<file path="src/rtl/mem_pkg.sv">
// Shared data-memory definitions: store size encodings and the buffered store entry.
package mem_pkg;

    typedef enum logic [1:0] {
        SZ_WORD   = 2'd0,
        SZ_BYTE   = 2'd1,
        SZ_HALF   = 2'd2,
        SZ_TRIPLE = 2'd3
    } size_e;

    typedef struct packed {
        logic [31:0] addr;
        logic [31:0] data;
        size_e       size;
    } st_entry_t;

    typedef enum logic [1:0] {
        GNT_IDLE,
        GNT_LOAD,
        GNT_STORE
    } grant_e;

endpackage

</file>
<file path="src/rtl/dmem_store_fifo.sv">
// Circular buffer of committed stores with a parallel word-address match against a load.
module dmem_store_fifo
    import mem_pkg::*;
#(
    parameter int DEPTH = 4,
    localparam int PTR_W = $clog2(DEPTH),
    localparam int CNT_W = PTR_W + 1
) (
    input  logic             CLK,
    input  logic             RESET,
    input  logic             push_i,
    input  st_entry_t        push_entry_i,
    input  logic             pop_i,
    input  logic [29:0]      cmp_word_i,
    output st_entry_t        head_o,
    output logic [CNT_W-1:0] count_o,
    output logic             full_o,
    output logic             empty_o,
    output logic             hit_o
);

    st_entry_t        mem_q [DEPTH];
    logic [PTR_W-1:0] wr_ptr_q, wr_ptr_d;
    logic [PTR_W-1:0] rd_ptr_q, rd_ptr_d;
    logic [CNT_W-1:0] count_q, count_d;

    // NOTE: entry storage is deliberately not reset; an entry only matters once count_q covers it.
    always_ff @(posedge CLK) begin
        if (push_i) begin
            mem_q[wr_ptr_q] <= push_entry_i;
        end
    end

    always_comb begin
        wr_ptr_d = push_i ? wr_ptr_q + 1'b1 : wr_ptr_q;
        rd_ptr_d = pop_i  ? rd_ptr_q + 1'b1 : rd_ptr_q;
        count_d  = count_q;
        case ({push_i, pop_i})
            2'b10:   count_d = count_q + 1'b1;
            2'b01:   count_d = count_q - 1'b1;
            default: count_d = count_q;
        endcase
    end

    // NOTE: sequential state uses non-blocking assignments so every register samples pre-edge values.
    always_ff @(posedge CLK or negedge RESET) begin
        if (!RESET) begin
            wr_ptr_q <= '0;
            rd_ptr_q <= '0;
            count_q  <= '0;
        end else begin
            wr_ptr_q <= wr_ptr_d;
            rd_ptr_q <= rd_ptr_d;
            count_q  <= count_d;
        end
    end

    // An entry is live when its distance from the head is below the occupancy.
    always_comb begin
        logic [PTR_W-1:0] offset;
        hit_o  = 1'b0;
        offset = '0;
        for (int i = 0; i < DEPTH; i++) begin
            offset = PTR_W'(i) - rd_ptr_q;
            if (({1'b0, offset} < count_q) && (mem_q[i].addr[31:2] == cmp_word_i)) begin
                hit_o = 1'b1;
            end
        end
    end

    assign head_o  = mem_q[rd_ptr_q];
    assign count_o = count_q;
    assign full_o  = (count_q == CNT_W'(DEPTH));
    assign empty_o = (count_q == '0);

endmodule

</file>
<file path="src/rtl/dmem_port_arbiter.sv">
// Arbitrates the single data-memory port between MEM-stage loads and the committed-store buffer.
module dmem_port_arbiter
    import mem_pkg::*;
#(
    parameter int SB_DEPTH = 4,
    parameter int AGE_MAX  = 8
) (
    input  logic                      CLK,
    input  logic                      RESET,
    input  logic                      st_valid,
    output logic                      st_ready,
    input  logic [31:0]               st_addr,
    input  logic [31:0]               st_data,
    input  logic [1:0]                st_size,
    input  logic                      ld_valid,
    output logic                      ld_ready,
    input  logic [31:0]               ld_addr,
    input  logic [5:0]                ld_tag,
    input  logic                      flush,
    output logic                      ld_done,
    output logic [5:0]                ld_done_tag,
    output logic [31:0]               ld_data,
    output logic [31:0]               data_address_2DM,
    output logic [31:0]               data_write_2DM,
    output logic [1:0]                data_write_size_2DM,
    output logic                      MemRead_2DM,
    output logic                      MemWrite_2DM,
    input  logic [31:0]               data_read_fDM,
    output logic [$clog2(SB_DEPTH):0] sb_count
);

    localparam int AGE_W = $clog2(AGE_MAX + 1);

    st_entry_t  head;
    logic       sb_full, sb_empty, sb_hit;
    logic       push, pop;
    grant_e     grant;
    logic [AGE_W-1:0] age_q, age_d;
    logic       ld_done_q;
    logic [5:0] ld_done_tag_q;
    logic [31:0] ld_data_q;
    logic       unused_ld_lsb;

    assign st_ready = !sb_full;
    assign push     = st_valid && st_ready;
    assign pop      = (grant == GNT_STORE);

    dmem_store_fifo #(.DEPTH(SB_DEPTH)) u_fifo (
        .CLK          (CLK),
        .RESET        (RESET),
        .push_i       (push),
        .push_entry_i ('{addr: st_addr, data: st_data, size: size_e'(st_size)}),
        .pop_i        (pop),
        .cmp_word_i   (ld_addr[31:2]),
        .head_o       (head),
        .count_o      (sb_count),
        .full_o       (sb_full),
        .empty_o      (sb_empty),
        .hit_o        (sb_hit)
    );

    // NOTE: every output of this block gets a default first, so no path can infer a latch.
    always_comb begin
        grant               = GNT_IDLE;
        ld_ready            = 1'b0;
        MemRead_2DM         = 1'b0;
        MemWrite_2DM        = 1'b0;
        data_address_2DM    = '0;
        data_write_2DM      = '0;
        data_write_size_2DM = '0;
        // The load path is gated by RESET so the port stays quiet while reset is held.
        if (!sb_empty && (sb_full || age_q >= AGE_W'(AGE_MAX))) begin
            grant = GNT_STORE;
        end else if (RESET && ld_valid && !flush && !sb_hit) begin
            grant = GNT_LOAD;
        end else if (!sb_empty) begin
            grant = GNT_STORE;
        end
        case (grant)
            GNT_LOAD: begin
                ld_ready         = 1'b1;
                MemRead_2DM      = 1'b1;
                data_address_2DM = {ld_addr[31:2], 2'b00};
            end
            GNT_STORE: begin
                MemWrite_2DM        = 1'b1;
                data_address_2DM    = head.addr;
                data_write_2DM      = head.data;
                data_write_size_2DM = head.size;
            end
            default: ;
        endcase
    end

    always_comb begin
        if (pop || sb_empty) begin
            age_d = '0;
        end else if (age_q == AGE_W'(AGE_MAX)) begin
            age_d = age_q;
        end else begin
            age_d = age_q + 1'b1;
        end
    end

    always_ff @(posedge CLK or negedge RESET) begin
        if (!RESET) begin
            age_q         <= '0;
            ld_done_q     <= 1'b0;
            ld_done_tag_q <= '0;
            ld_data_q     <= '0;
        end else begin
            age_q     <= age_d;
            ld_done_q <= (grant == GNT_LOAD);
            if (grant == GNT_LOAD) begin
                ld_done_tag_q <= ld_tag;
                ld_data_q     <= data_read_fDM;
            end
        end
    end

    assign ld_done       = ld_done_q;
    assign ld_done_tag   = ld_done_tag_q;
    assign ld_data       = ld_data_q;
    assign unused_ld_lsb = ^ld_addr[1:0];

endmodule

</file>
<file path="config.mk">
export PLATFORM = sky130hd
export DESIGN_NAME = dmem_port_arbiter
export DESIGN_NICKNAME = d
export VERILOG_FILES = /design/src/rtl/mem_pkg.sv /design/src/rtl/dmem_store_fifo.sv /design/src/rtl/dmem_port_arbiter.sv
export SDC_FILE = /design/constraint.sdc
export NUM_CORES = 1
export LEC_CHECK = 0
export CAP_MARGIN = 30
export CORE_MARGIN = 5
export CORE_UTILIZATION = 57
export CTS_BUF_LIST = sky130_fd_sc_hd__clkbuf_8 sky130_fd_sc_hd__clkbuf_16
export CTS_CLUSTER_DIAMETER = 100
export CTS_CLUSTER_SIZE = 30
export DETAILED_ROUTE_END_ITERATION = 8
export GPL_ROUTABILITY_DRIVEN = 0
export PLACE_DENSITY = 0.86
export SYNTH_ARGS = -nofsm -noshare
export SYNTH_HDL_FRONTEND = slang
export SYNTH_SLANG_ARGS = --single-unit
</file>
<file path="constraint.sdc">
create_clock -name CLK -period 10.4 [get_ports CLK]
set_input_delay 2.08 -clock CLK [delete_from_list [all_inputs] [get_ports CLK]]
set_output_delay 2.08 -clock CLK [all_outputs]
set_load 0.02 [all_outputs]
</file>
* After elaboration in Yosys (flattened, before gate mapping)
Memory sizes are Yosys's and may differ from the RTL's.
Index checks and enable logic that the tools add are counted.
Widths: inputs -> output; s select.
** Storage, ports and cells
- Register bits :: 50
- Logic and storage cells :: 67
- Memories kept :: 1
- Output and inout port bits :: 112
- Memory bits (writable) :: 264
- Input port bits :: 141
** Cells by class
- Equal/unequal tests :: 11
- Mux-type cells :: 17
- Add/subtract/negate cells :: 9
- Reductions and logical operators :: 17
- $lt $le $gt $ge :: 5
** Memories
- u_fifo.mem_q :: words 4, width 66, read ports 5, clocked after Yosys merged registers in 0, wr ports 1, line dmem_store_fifo.sv:22 : st_entry_t mem_q [DEPTH];
** Operator list (count)
- $eq 30x30->1 :: 4
- $pmux 32 s2 :: 1
- $mux 32 :: 1
- $lt 2x3->1 :: 4
- $logic_and 1x1->1 :: 9
- $mux 1 :: 8
- $mux 2 :: 4
- $mux 4 :: 2
- $pmux 3 s2 :: 1
- $add 2x1->2 const B :: 2
- $add 4x1->4 const B :: 1
- $eq 2x1->1 const B :: 2
- $eq 2x2->1 const B :: 2
- $eq 4x4->1 const B :: 1
- $ge 4x4->1 const B :: 1
- $logic_not 1->1 :: 4
- $sub 1x2->2 const A :: 2
- $sub 2x2->2 const A :: 2
- $add 3x1->3 const B :: 1
- $eq 3x3->1 const B :: 1
- $logic_not 3->1 :: 1
- $sub 3x1->3 const B :: 1
- $logic_or 1x1->1 :: 2
- $ne 2x2->1 const B :: 1
- $reduce_bool 2->1 :: 1

* Logic depth before layout (Yosys ltp)
Gate-level depths: netlist of the first run.
- Depth after elaboration :: 14
- Mapped depth :: 20
- Gate-level depth less buffers :: 15

* Modules after synthesis
A second synthesis of the first run with hierarchy kept.
** Second synthesis, totals
- Cells, all modules :: 752
- Area total of the unflattened synthesis :: 13631.8 µm²
** By module, submodules not included
- dmem_store_fifo :: cells an instance 568, seq. area each 8102.8 µm², times used 1, area an instance 11365.9 µm²
- dmem_port_arbiter :: cells an instance 184, seq. area each 1076.0 µm², times used 1, area an instance 2265.9 µm²

* Least setup slack after synthesis of the first run
Ideal clock, no wire load.
- Kind :: input port to output port
- Start point :: input port ld_addr[17]
- End point :: output port data_write_2DM[23]
- Data arrival time :: 4.032 ns
- Required time :: 8.320 ns
- Path buffers :: 3
- Setup slack :: 4.288 ns
- Stages on the path :: 10
- Cell sequence :: buf_2 xor2_1 nor4_1 nand4_1 a2111oi_2 nor4_1 a21oi_2 buf_4 buf_6 and2_1
** On the way
- Longest elaborated chain between the ends :: 12
- Elaborated cells between the ends (all ways) :: 18
- Those cells by class :: 5 x eq/ne; 7 x mux; 6 x reduce/logical
** RTL lines
- start, declared :: line dmem_port_arbiter.sv:17 : input logic [31:0] ld_addr,
- $eq 30x30->1 :: line dmem_store_fifo.sv:65 : if (({1'b0, offset} < count_q) && (mem_q[i].addr[31:2] == cmp_word_i)) begin
- $logic_and 1x1->1 :: line dmem_store_fifo.sv:65
- $mux 1 (3 in a row) :: line dmem_store_fifo.sv:65
- $mux 1 * :: line dmem_store_fifo.sv:65
- $logic_not 1->1 * :: line dmem_port_arbiter.sv:74 : end else if (RESET && ld_valid && !flush && !sb_hit) begin
- $logic_and 1x1->1 * :: line dmem_port_arbiter.sv:74
- $mux 2 * :: line dmem_port_arbiter.sv:74
- $mux 2 * :: line dmem_port_arbiter.sv:72 : if (!sb_empty && (sb_full || age_q >= AGE_W'(AGE_MAX))) begin
- $eq 2x2->1 * :: line dmem_port_arbiter.sv:79 : case (grant)
- $mux 32 * :: line dmem_port_arbiter.sv:79
- end, declared :: line dmem_port_arbiter.sv:24 : output logic [31:0] data_write_2DM,
Every way passes the cells marked *; elsewhere a longest branch is shown, timed or not.

* Worst setup path after layout of the first run
- Start point :: input port ld_addr[15]
- End point :: output port data_address_2DM[20]
** On the way
- Longest elaborated chain between the ends :: 12
- Elaborated cells between the ends (all ways) :: 19
- Those cells by class :: 6 x eq/ne; 7 x mux; 6 x reduce/logical
** RTL lines
- $eq 30x30->1 :: line dmem_store_fifo.sv:65
- $logic_and 1x1->1 :: line dmem_store_fifo.sv:65
- $mux 1 (3 in a row) :: line dmem_store_fifo.sv:65
- $mux 1 * :: line dmem_store_fifo.sv:65
- $logic_not 1->1 * :: line dmem_port_arbiter.sv:74
- $logic_and 1x1->1 * :: line dmem_port_arbiter.sv:74
- $mux 2 * :: line dmem_port_arbiter.sv:74
- $mux 2 * :: line dmem_port_arbiter.sv:72
- $eq 2x2->1 or $eq 2x1->1 (tied branches) :: line dmem_port_arbiter.sv:79
- $pmux 32 s2 * :: line dmem_port_arbiter.sv:79
- end, declared :: line dmem_port_arbiter.sv:23 : output logic [31:0] data_address_2DM,
Marked as above.

==> results of run 1 <==
cell usage in the layout, fill, tap and decap left out, types with 6 or more instances in the layout:
cell type and count:
and2_1 36, edfxtp_1 264, nor2_1 7, buf_4 7, a2bb2o_1 29, mux4_2 66, clkbuf_16 15, dfrtp_1 48
nand4_1 6, inv_1 49, mux2_1 9, ha_1 11, xnor2_1 25, clkdlybuf4s50_1 249, nand2_1 6, nor4_1 25
mux2_2 30, xor2_1 101
state kept, by name, indices dropped and copies added, names as in the netlist:
signal,flops
ld_done,1
u_fifo.wr_ptr_q,2
age_q,4
u_fifo.count_o,3
u_fifo.rd_ptr_q,2
u_fifo.mem_q,264
ld_data,32
ld_done_tag,6
metal layers:
layer	part of all wire, %	vias up	GRT usage [%]
li1	-	3457	-
met1	40	3852	30.03
met2	49	309	36.59
met3	8.7	49	6.284
met4	2.3	6	5.336
met5	0.12	-	0
stage by stage:
| step | hold WS (ns) | instance area (um2) | std cells | total power, W | util [%] |
|---|---|---|---|---|---|
| 6_report | 0.4958 | 17030 | 1352 | 0.004607 | 70.44 |
| 5_1_grt | 0.5286 | 17030 | 1352 | 0.004835 | 70.44 |
| 4_1_cts | 0.5017 | 17030 | 1351 | 0.004661 | 70.43 |
| 3_5_place_dp | 0.4799 | 16620 | 1330 | 0.004026 | 68.74 |
| 3_3_place_gp | 0.4722 | 16560 | 1328 | 0.003975 | 68.51 |
| 2_1_floorplan | 0.4524 | 13910 | 808 | 0.003100 | - |
synthesized netlist by cell type (all sizes together) (2+ instances only):
library cell	instances
a2111oi	4
clkbuf	19
mux4	66
buf	42
nand4	6
o21ai	2
edfxtp	264
xor2	101
nor2	7
inv	45
xnor2	25
ha	11
nand3	5
a2bb2o	30
a21oi	5
dfrtp	50
nor4	25
o2111ai	3
and3	4
nand2	6
and2	36
nor3	4
a211oi	2
nand3b	2
mux2	39
cell families (layout without fill, tap and decap cells):
kind of cell	after synthesis	count (layout)	share of synthesized area [%]
compound gates	47	47	3.282
simple gates	97	97	4.065
mux	106	106	13.91
flops	314	314	65.97
xor+xnor	126	126	7.932
fa+ha+maj	12	12	1.133
buf+inv	106	325	3.705
other cells	0	1	0
worst paths after layout:
check	cells after the start	to	from	slack (ns)
max in group asynchronous	2	u_fifo.rd_ptr_q[0]$_DFFE_PN0P_	RESET	8.24
max	10	data_address_2DM[20]	ld_addr[15]	1.81
max reg2reg	13	u_fifo.count_o[2]$_DFFE_PN0P_	u_fifo.rd_ptr_q[1]$_DFFE_PN0P_	5.79
min in group asynchronous	2	ld_done_tag[1]$_DFFE_PN0N_	RESET	1.67
min reg2reg	1	age_q[0]$_DFFE_PN0P_	age_q[0]$_DFFE_PN0P_	0.50
min	1	age_q[0]$_DFFE_PN0P_	age_q[0]$_DFFE_PN0P_	0.50
layout make-up:
cell class / count / area (um2) / area share (%)
inverters: 45 / 168.9 / 0.9918
repair buffers: 259 / 2605 / 15.30
clock inverters: 6 / 35.03 / 0.2057
multi-input cells: 388 / 4255 / 24.99
well taps: 324 / 405.4 / 2.380
clock buffers: 15 / 375.4 / 2.204
flip-flops and latches: 314 / 9184 / 53.92
diodes: 1 / 2.502 / 0.01469
power breakdown:
group,switching (W),total (W),internal [W]
Combinational,0.00106,0.00211,0.00105
Sequential,0.000180,0.00187,0.00169
Clock,0.000364,0.000632,0.000267
Total,0.00160,0.00461,0.00300
==> results.ini, run 1 <==
[pwr]
power.density_mw_per_mm2 = 270.5
vdd_drop_max_uv = 212.7
power_leakage_nw = 5.986

[sta]
grt_setup_unrepaired = false
tightest_slew_ns = 0.9905
post-route-worst-setup-slack_ns = 1.813
slew_headroom_pct = 33.82
slew_violations = 0
hold_viol = 0
fmax_ghz = 0.1165
fin_crit_ns = 8.587
period_share_pct = 82.57
skew_ns = 0.01647
setup_viol = 0
tns_ns = 0

[floorplan]
ios = 253
fp.dieW_um = 166.2
fp.coreArea_mm2 = 0.02418
row_count = 57
initial_core_util_pct = 57.55
die_h_um = 166.2
die-area_mm2 = 0.02763

[critical_path]
crit_fanout = 36
crit_slowest_cell = a21oi_4
crit_family = buffers and inverters
critPathKind = input pin to primary output
cp_data_arrival_time_ns = 6.51
cpMostUsedCell = clkdlybuf4s50_1
path_buf_inv = 3
required_ns = 8.32
max_stage_delay_ns = 0.83
crit_path_end_kind = primary output
path_cells = clkdlybuf4s50_1, xor2_1, nor4_1, nand4_1, a2111oi_1, a211oi_2, a21oi_4, buf_4, a2bb2o_1, clkdlybuf4s50_1
critPathLaunchType = input pin

[clocking]
cts_setup_buffers = 0
cts_tree = built
clk_pin_slew_ns = 0.10
clock_latency_ns = 0.50
numCtsBuffers = 14
cts.path.max_buffers = 3
clockRootBuffer = clkbuf_16
cts.sinks = 314
ctsHoldBuffers = 0
h-tree-depth = 1
postCtsResizedCells = 0

[route]
ant_nets = 0
drt_iter0_drc = 586
wire_per_inst_um = 23.10
drc_errors = 0
drt-pass1-iter-count = 5
via_count = 7673
post_drt_via_cell_ratio = 5.675
wl_mm = 31.23

[synthesis]
synth_area_leader_cell = edfxtp_1
synth.yosys.seq_area_share_pct = 65.97
syn_inst = 808
synth_seq_cells = 314
syn-cell-area_mm2 = 0.01391
synth_area_per_cell_um2 = 17.22
synth_flop_cell = edfxtp_1
yosysTopAreaCellShare_pct = 56.98
synth_warnings = 0
synth_edf_count = 264
syn-num-nets = 961
synth_area_leaders = edfxtp_1 57%, mux4_2 11%, dfrtp_1 9.0%, xor2_1 6.4%, mux2_2 2.4%
synth_cell_types = 41
synthArstFlopShare_pct = 15.92

[status]
status = complete, no violations

[flow_run]
max-cap-violations = 0

[final_layout]
fill_cells = 1570
drive_above_1_share_pct = 13.15
area_delta_synth_final_pct = 22.41
fin_nets = 1175

[grt]
grt_use_total_pct = 22.27
overflow = 0
grt_max_degree = 55
grt_pass1_vias = 8134
antenna_found_initial = 4
grt_pass1_wl_mm = 47.96

[placement]
dp_slack_ns = 1.891
hpwl_mm = 21.72
port_buffers = 250

[min_path]
hold_class = register to register

Note: power is estimated with default switching activity, not from simulation.
==> run 2: changes to the inputs <==
--- a/config.mk
+++ b/config.mk
@@ -7,13 +7,13 @@
 export LEC_CHECK = 0
 export CAP_MARGIN = 30
 export CORE_MARGIN = 5
-export CORE_UTILIZATION = 57
+export CORE_UTILIZATION = 53
 export CTS_BUF_LIST = sky130_fd_sc_hd__clkbuf_8 sky130_fd_sc_hd__clkbuf_16
 export CTS_CLUSTER_DIAMETER = 100
 export CTS_CLUSTER_SIZE = 30
 export DETAILED_ROUTE_END_ITERATION = 8
 export GPL_ROUTABILITY_DRIVEN = 0
-export PLACE_DENSITY = 0.86
+export PLACE_DENSITY = 0.81
 export SYNTH_ARGS = -nofsm -noshare
 export SYNTH_HDL_FRONTEND = slang
 export SYNTH_SLANG_ARGS = --single-unit
==> constraint.sdc (replaced) <==
create_clock -name CLK -period 8.5 [get_ports CLK]
set_input_delay 1.7 -clock CLK [delete_from_list [all_inputs] [get_ports CLK]]
set_output_delay 1.7 -clock CLK [all_outputs]
set_load 0.02 [all_outputs]
==> results.ini, run 2 (same netlist as run 1, synthesis figures left out) <==
[status]
status = complete, no violations

[floorplan]
ios = 253
fp.coreArea_mm2 = 0.02598
initial_core_util_pct = 53.54
die-area_mm2 = 0.02959
fp.dieW_um = 172.0
die_h_um = 172.0
row_count = 59

[clocking]
ctsHoldBuffers = 0
cts_tree = built
clockRootBuffer = clkbuf_16
h-tree-depth = 1
numCtsBuffers = 14
postCtsResizedCells = 0
cts.path.max_buffers = 3
cts_setup_buffers = 0
clock_latency_ns = 0.50
clk_pin_slew_ns = 0.11
cts.sinks = 314

[route]
ant_nets = 0
post_drt_via_cell_ratio = 5.612
wire_per_inst_um = 23.14
drc_errors = 0
via_count = 7671
drt_iter0_drc = 547
wl_mm = 31.63
drt-pass1-iter-count = 5

[min_path]
hold_class = register to register

[final_layout]
area_delta_synth_final_pct = 22.89
fin_nets = 1179
final_common_cell = edfxtp_1
drive_above_1_share_pct = 13.40
mostFrequentLayoutCells = 264 x edfxtp_1, 249 x clkdlybuf4s50_1, 101 x xor2_1
final_cell_area_mm2 = 0.01710
largest_reg_flops = 264
regMostFlops = u_fifo.mem_q

[placement]
hpwl_mm = 21.96
port_buffers = 250
place_area_mm2 = 0.01669

[grt]
grt_use_total_pct = 20.99
grt_pass1_wl_mm = 47.07
grt_max_degree = 60
antenna_found_initial = 4
overflow = 0
grt_pass1_vias = 8008

[critical_path]
path_cells = clkdlybuf4s50_1, xor2_1, nor4_1, nand3_1, a2111oi_2, nor4_1, a21oi_4, buf_4, and2_1, clkdlybuf4s50_1
critPathLaunchType = input pin
cp_data_arrival_time_ns = 5.70
critPathKind = input pin to primary output
crit_path_end_kind = primary output
crit_fanout = 26
max_stage_delay_ns = 0.64
crit_slowest_cell = a21oi_4
required_ns = 6.80

[sta]
grt_setup_unrepaired = false
tightest_slew_ns = 0.9703
skew_ns = 0.01831
setup_viol = 0
fin_crit_ns = 7.402
slew_violations = 0
period_share_pct = 87.08
tns_ns = 0
fmax_ghz = 0.1351
hold_viol = 0
slew_headroom_pct = 35.00

[flow_run]
max-cap-violations = 0

[pwr]
power_leakage_nw = 6.012
power.density_mw_per_mm2 = 331.4
vdd_drop_max_uv = 243.4

## run 2: cell count changes in the layout (fill, tap and decap cells not counted)
cell,delta
inv_12,+1
buf_12,+1
diode_2,+1
clkinv_4,-1
buf_4,+2
buf_16,+1
clkinv_8,+1
inv_8,-1
clkbuf_16,-1
## run 2: worst max-delay path: cells and delay by family
family                    cells  cell delay [ns]
buffers and inverters         3             1.50
AOI/OAI and AO/OA             2             0.99
and+or+nand+nor               4             1.26
xor gates and xnor gates      1             0.22
## run 2: path summary, 6_finish.rpt
kind	from	slack, ns	end	cells past startpoint
setup / recovery	ld_addr[24]	1.10	data_write_2DM[19]	10
hold / removal	ld_data[5]$_DFFE_PN0N_	0.51	ld_data[5]$_DFFE_PN0N_	1
setup reg to reg	u_fifo.rd_ptr_q[0]$_DFFE_PN0P_	4.19	u_fifo.count_o[2]$_DFFE_PN0P_	16
hold reg to reg	ld_data[5]$_DFFE_PN0N_	0.51	ld_data[5]$_DFFE_PN0N_	1
max in group asynchronous	RESET	6.66	u_fifo.rd_ptr_q[0]$_DFFE_PN0P_	2
min in group asynchronous	RESET	1.36	ld_data[19]$_DFFE_PN0N_	2
## run 2: report_power, final
group          switching (W)  internal (W)
clock network       0.000453      0.000311
registers           0.000184       0.00207
logic                0.00134       0.00131
total                0.00198       0.00369
## run 2: metrics by stage
stage | setup slack [ns] | power [W] | instances | hold slack [ns] | utilization, %
finish | 1.098 | 0.005667 | 1367 | 0.5061 | 65.80
CTS | 1.092 | 0.005742 | 1365 | 0.5106 | 65.78
detailed placement | 1.094 | 0.004974 | 1345 | 0.4851 | 64.25
global route | 0.9298 | 0.005956 | 1366 | 0.5230 | 65.79
global placement | 1.104 | 0.004896 | 1342 | 0.4721 | 63.93
floorplan | 3.148 | 0.003794 | 808 | 0.4524 | -
## run 2: layout make-up
type	instances	area (um2)
antenna	2	5.005
clock buffer	14	350.3
clock inverter	6	47.55
fill	1799	8887
inverter	45	168.9
multi-input combinational	388	4255
sequential	314	9184
tap	335	419.2
timing repair buffer	263	2668
## run 2: layer usage
layer	GRT usage [%]	part of all wire, %	routed length [um]
met1	29.29	40	12720
met2	34.41	49	15470
met3	4.915	9.0	2847
met4	4.375	1.8	563
met5	0	0.082	26
==> run 3: changes to the inputs <==
==> constraint.sdc (replaced) <==
create_clock -name CLK -period 8.27 [get_ports CLK]
set_input_delay 1.654 -clock CLK [delete_from_list [all_inputs] [get_ports CLK]]
set_output_delay 1.654 -clock CLK [all_outputs]
set_load 0.02 [all_outputs]
==> results.ini, run 3 (same netlist as run 1, synthesis figures left out) <==
[clocking]
postCtsResizedCells = 0
numCtsBuffers = 14
cts_tree = built
cts_setup_buffers = 0
ctsHoldBuffers = 0
h-tree-depth = 1
clockRootBuffer = clkbuf_16
cts.path.max_buffers = 3
clk_pin_slew_ns = 0.11
cts.sinks = 314
clock_latency_ns = 0.51

[critical_path]
path_cells = clkdlybuf4s50_1, xor2_1, nor4_1, nand3_1, a2111oi_2, nor4_1, a21oi_4, buf_12, a2bb2o_1, clkdlybuf4s50_1
crit_path_end_kind = primary output
crit_fanout = 60
cp_data_arrival_time_ns = 5.39
crit_end = data_address_2DM[4]
reg2regPathDepth = 15
max_stage_delay_ns = 0.63
crit_slowest_cell = clkdlybuf4s50_1
r2r_end = u_fifo.count_o[2]$_DFFE_PN0P_
r2r-start = u_fifo.rd_ptr_q[0]$_DFFE_PN0P_
critPathLaunchType = input pin
crit_start = ld_addr[24]
r2r_slack_ns = 4.39
required_ns = 6.62
critPathKind = input pin to primary output

[sta]
fin_crit_ns = 7.046
hold_viol = 0
fmax_ghz = 0.1419
grt_setup_unrepaired = false
setup_viol = 0
tns_ns = 0
tightest_slew_ns = 0.9423
skew_ns = 0.02665
slew_headroom_pct = 36.88
slew_violations = 0
post-route-worst-setup-slack_ns = 1.224
period_share_pct = 85.20
fin_hold_ws_ns = 0.5060

[route]
via_count = 7778
post_drt_via_cell_ratio = 5.690
wire_per_inst_um = 23.26
drt_iter0_drc = 563
ant_nets = 0
wl_mm = 31.80
drt-pass1-iter-count = 5
drc_errors = 0

[floorplan]
die_h_um = 172.0
initial_core_util_pct = 53.54
row_count = 59
die-area_mm2 = 0.02959
fp.coreArea_mm2 = 0.02598
ios = 253
fp.dieW_um = 172.0

[grt]
overflow = 0
antenna_found_initial = 4
grt_use_total_pct = 21.07
grt_pass1_vias = 8137
grt_max_degree = 61
grt_pass1_wl_mm = 47.31

[pwr]
power_leakage_nw = 6.045
vdd_drop_max_uv = 276.8
power.internal_w = 0.003877
combPwrFrac_pct = 46.4
power.total_w = 0.005907
pwr-share-clk_pct = 14.5
power.density_mw_per_mm2 = 343.6
pwr-share-seq_pct = 39.1
switching_share_pct = 34.36
power.switching_w = 0.002030

[placement]
port_buffers = 250
hpwl_mm = 21.69
dp_slack_ns = 1.189
dpl.cell_count = 1346

[final_layout]
fill_cells = 1821
fin_nets = 1180
final_cells = 1367
final_common_cell = edfxtp_1
area_delta_synth_final_pct = 23.58
drive_above_1_share_pct = 13.77
largest_reg_flops = 264
regMostFlops = u_fifo.mem_q
mostFrequentLayoutCells = 264 x edfxtp_1, 249 x clkdlybuf4s50_1, 101 x xor2_1

[status]
status = complete, no violations

[min_path]
hold_class = register to register

[flow_run]
max-cap-violations = 0

## run 3: area by class of cell
cell class	count	area, um2	share of cell area [%]
antenna	1	2.502	0.01455
tap	335	419.2	2.438
inverter	45	168.9	0.9824
multi-input combinational	388	4255	24.75
clock buffer	15	375.4	2.183
timing repair buffer	264	2715	15.79
sequential	314	9184	53.41
clock inverter	5	73.82	0.4293
## run 3: how the worst min path moves through the flow
stage	endpoint	cells past startpoint	slack, ns	startpoint
final	age_q[0]$_DFFE_PN0P_	1	0.51	age_q[3]$_DFFE_PN0P_
after global routing	ld_data[3]$_DFFE_PN0N_	1	0.53	ld_data[3]$_DFFE_PN0N_
after CTS	age_q[0]$_DFFE_PN0P_	1	0.50	age_q[3]$_DFFE_PN0P_
after detailed placement	ld_data[5]$_DFFE_PN0N_	1	0.49	ld_data[5]$_DFFE_PN0N_
after global placement	ld_data[3]$_DFFE_PN0N_	1	0.47	ld_data[3]$_DFFE_PN0N_
after floorplan	age_q[0]$_DFFE_PN0P_	1	0.45	age_q[3]$_DFFE_PN0P_
## run 3: per-stage QoR
| step | cell area (um2) | utilization (%) |
|---|---|---|
| after floorplan | 13910 | - |
| final | 17190 | 66.17 |
| after detailed placement | 16740 | 64.43 |
| after global placement | 16600 | 63.90 |
| after global routing | 17190 | 66.17 |
| after CTS | 17190 | 66.16 |
## run 3: critical path, delay by kind of cell
kind	cells	cell delay (ns)
compound gates	3	0.97
xor+xnor	1	0.23
buf+inv	3	1.48
simple gates	3	1.02
## run 3: power by group through the flow
stage                     clock network (W)  registers [W]  logic, W
after global placement                    0        0.00234   0.00269
after detailed placement                  0        0.00235   0.00276
after floorplan                           0        0.00242   0.00148
after global routing               0.000936        0.00235   0.00291
final                              0.000856        0.00231   0.00274
after CTS                          0.000875        0.00232   0.00278
## run 3: per-layer routing
layer | routed length [um] | vias to the layer above | track usage (%)
met5 | 46 | - | 0
met4 | 539 | 6 | 4.409
met3 | 2813 | 36 | 4.961
met2 | 15730 | 306 | 35.24
met1 | 12670 | 3969 | 28.74
li1 | - | 3461 | -
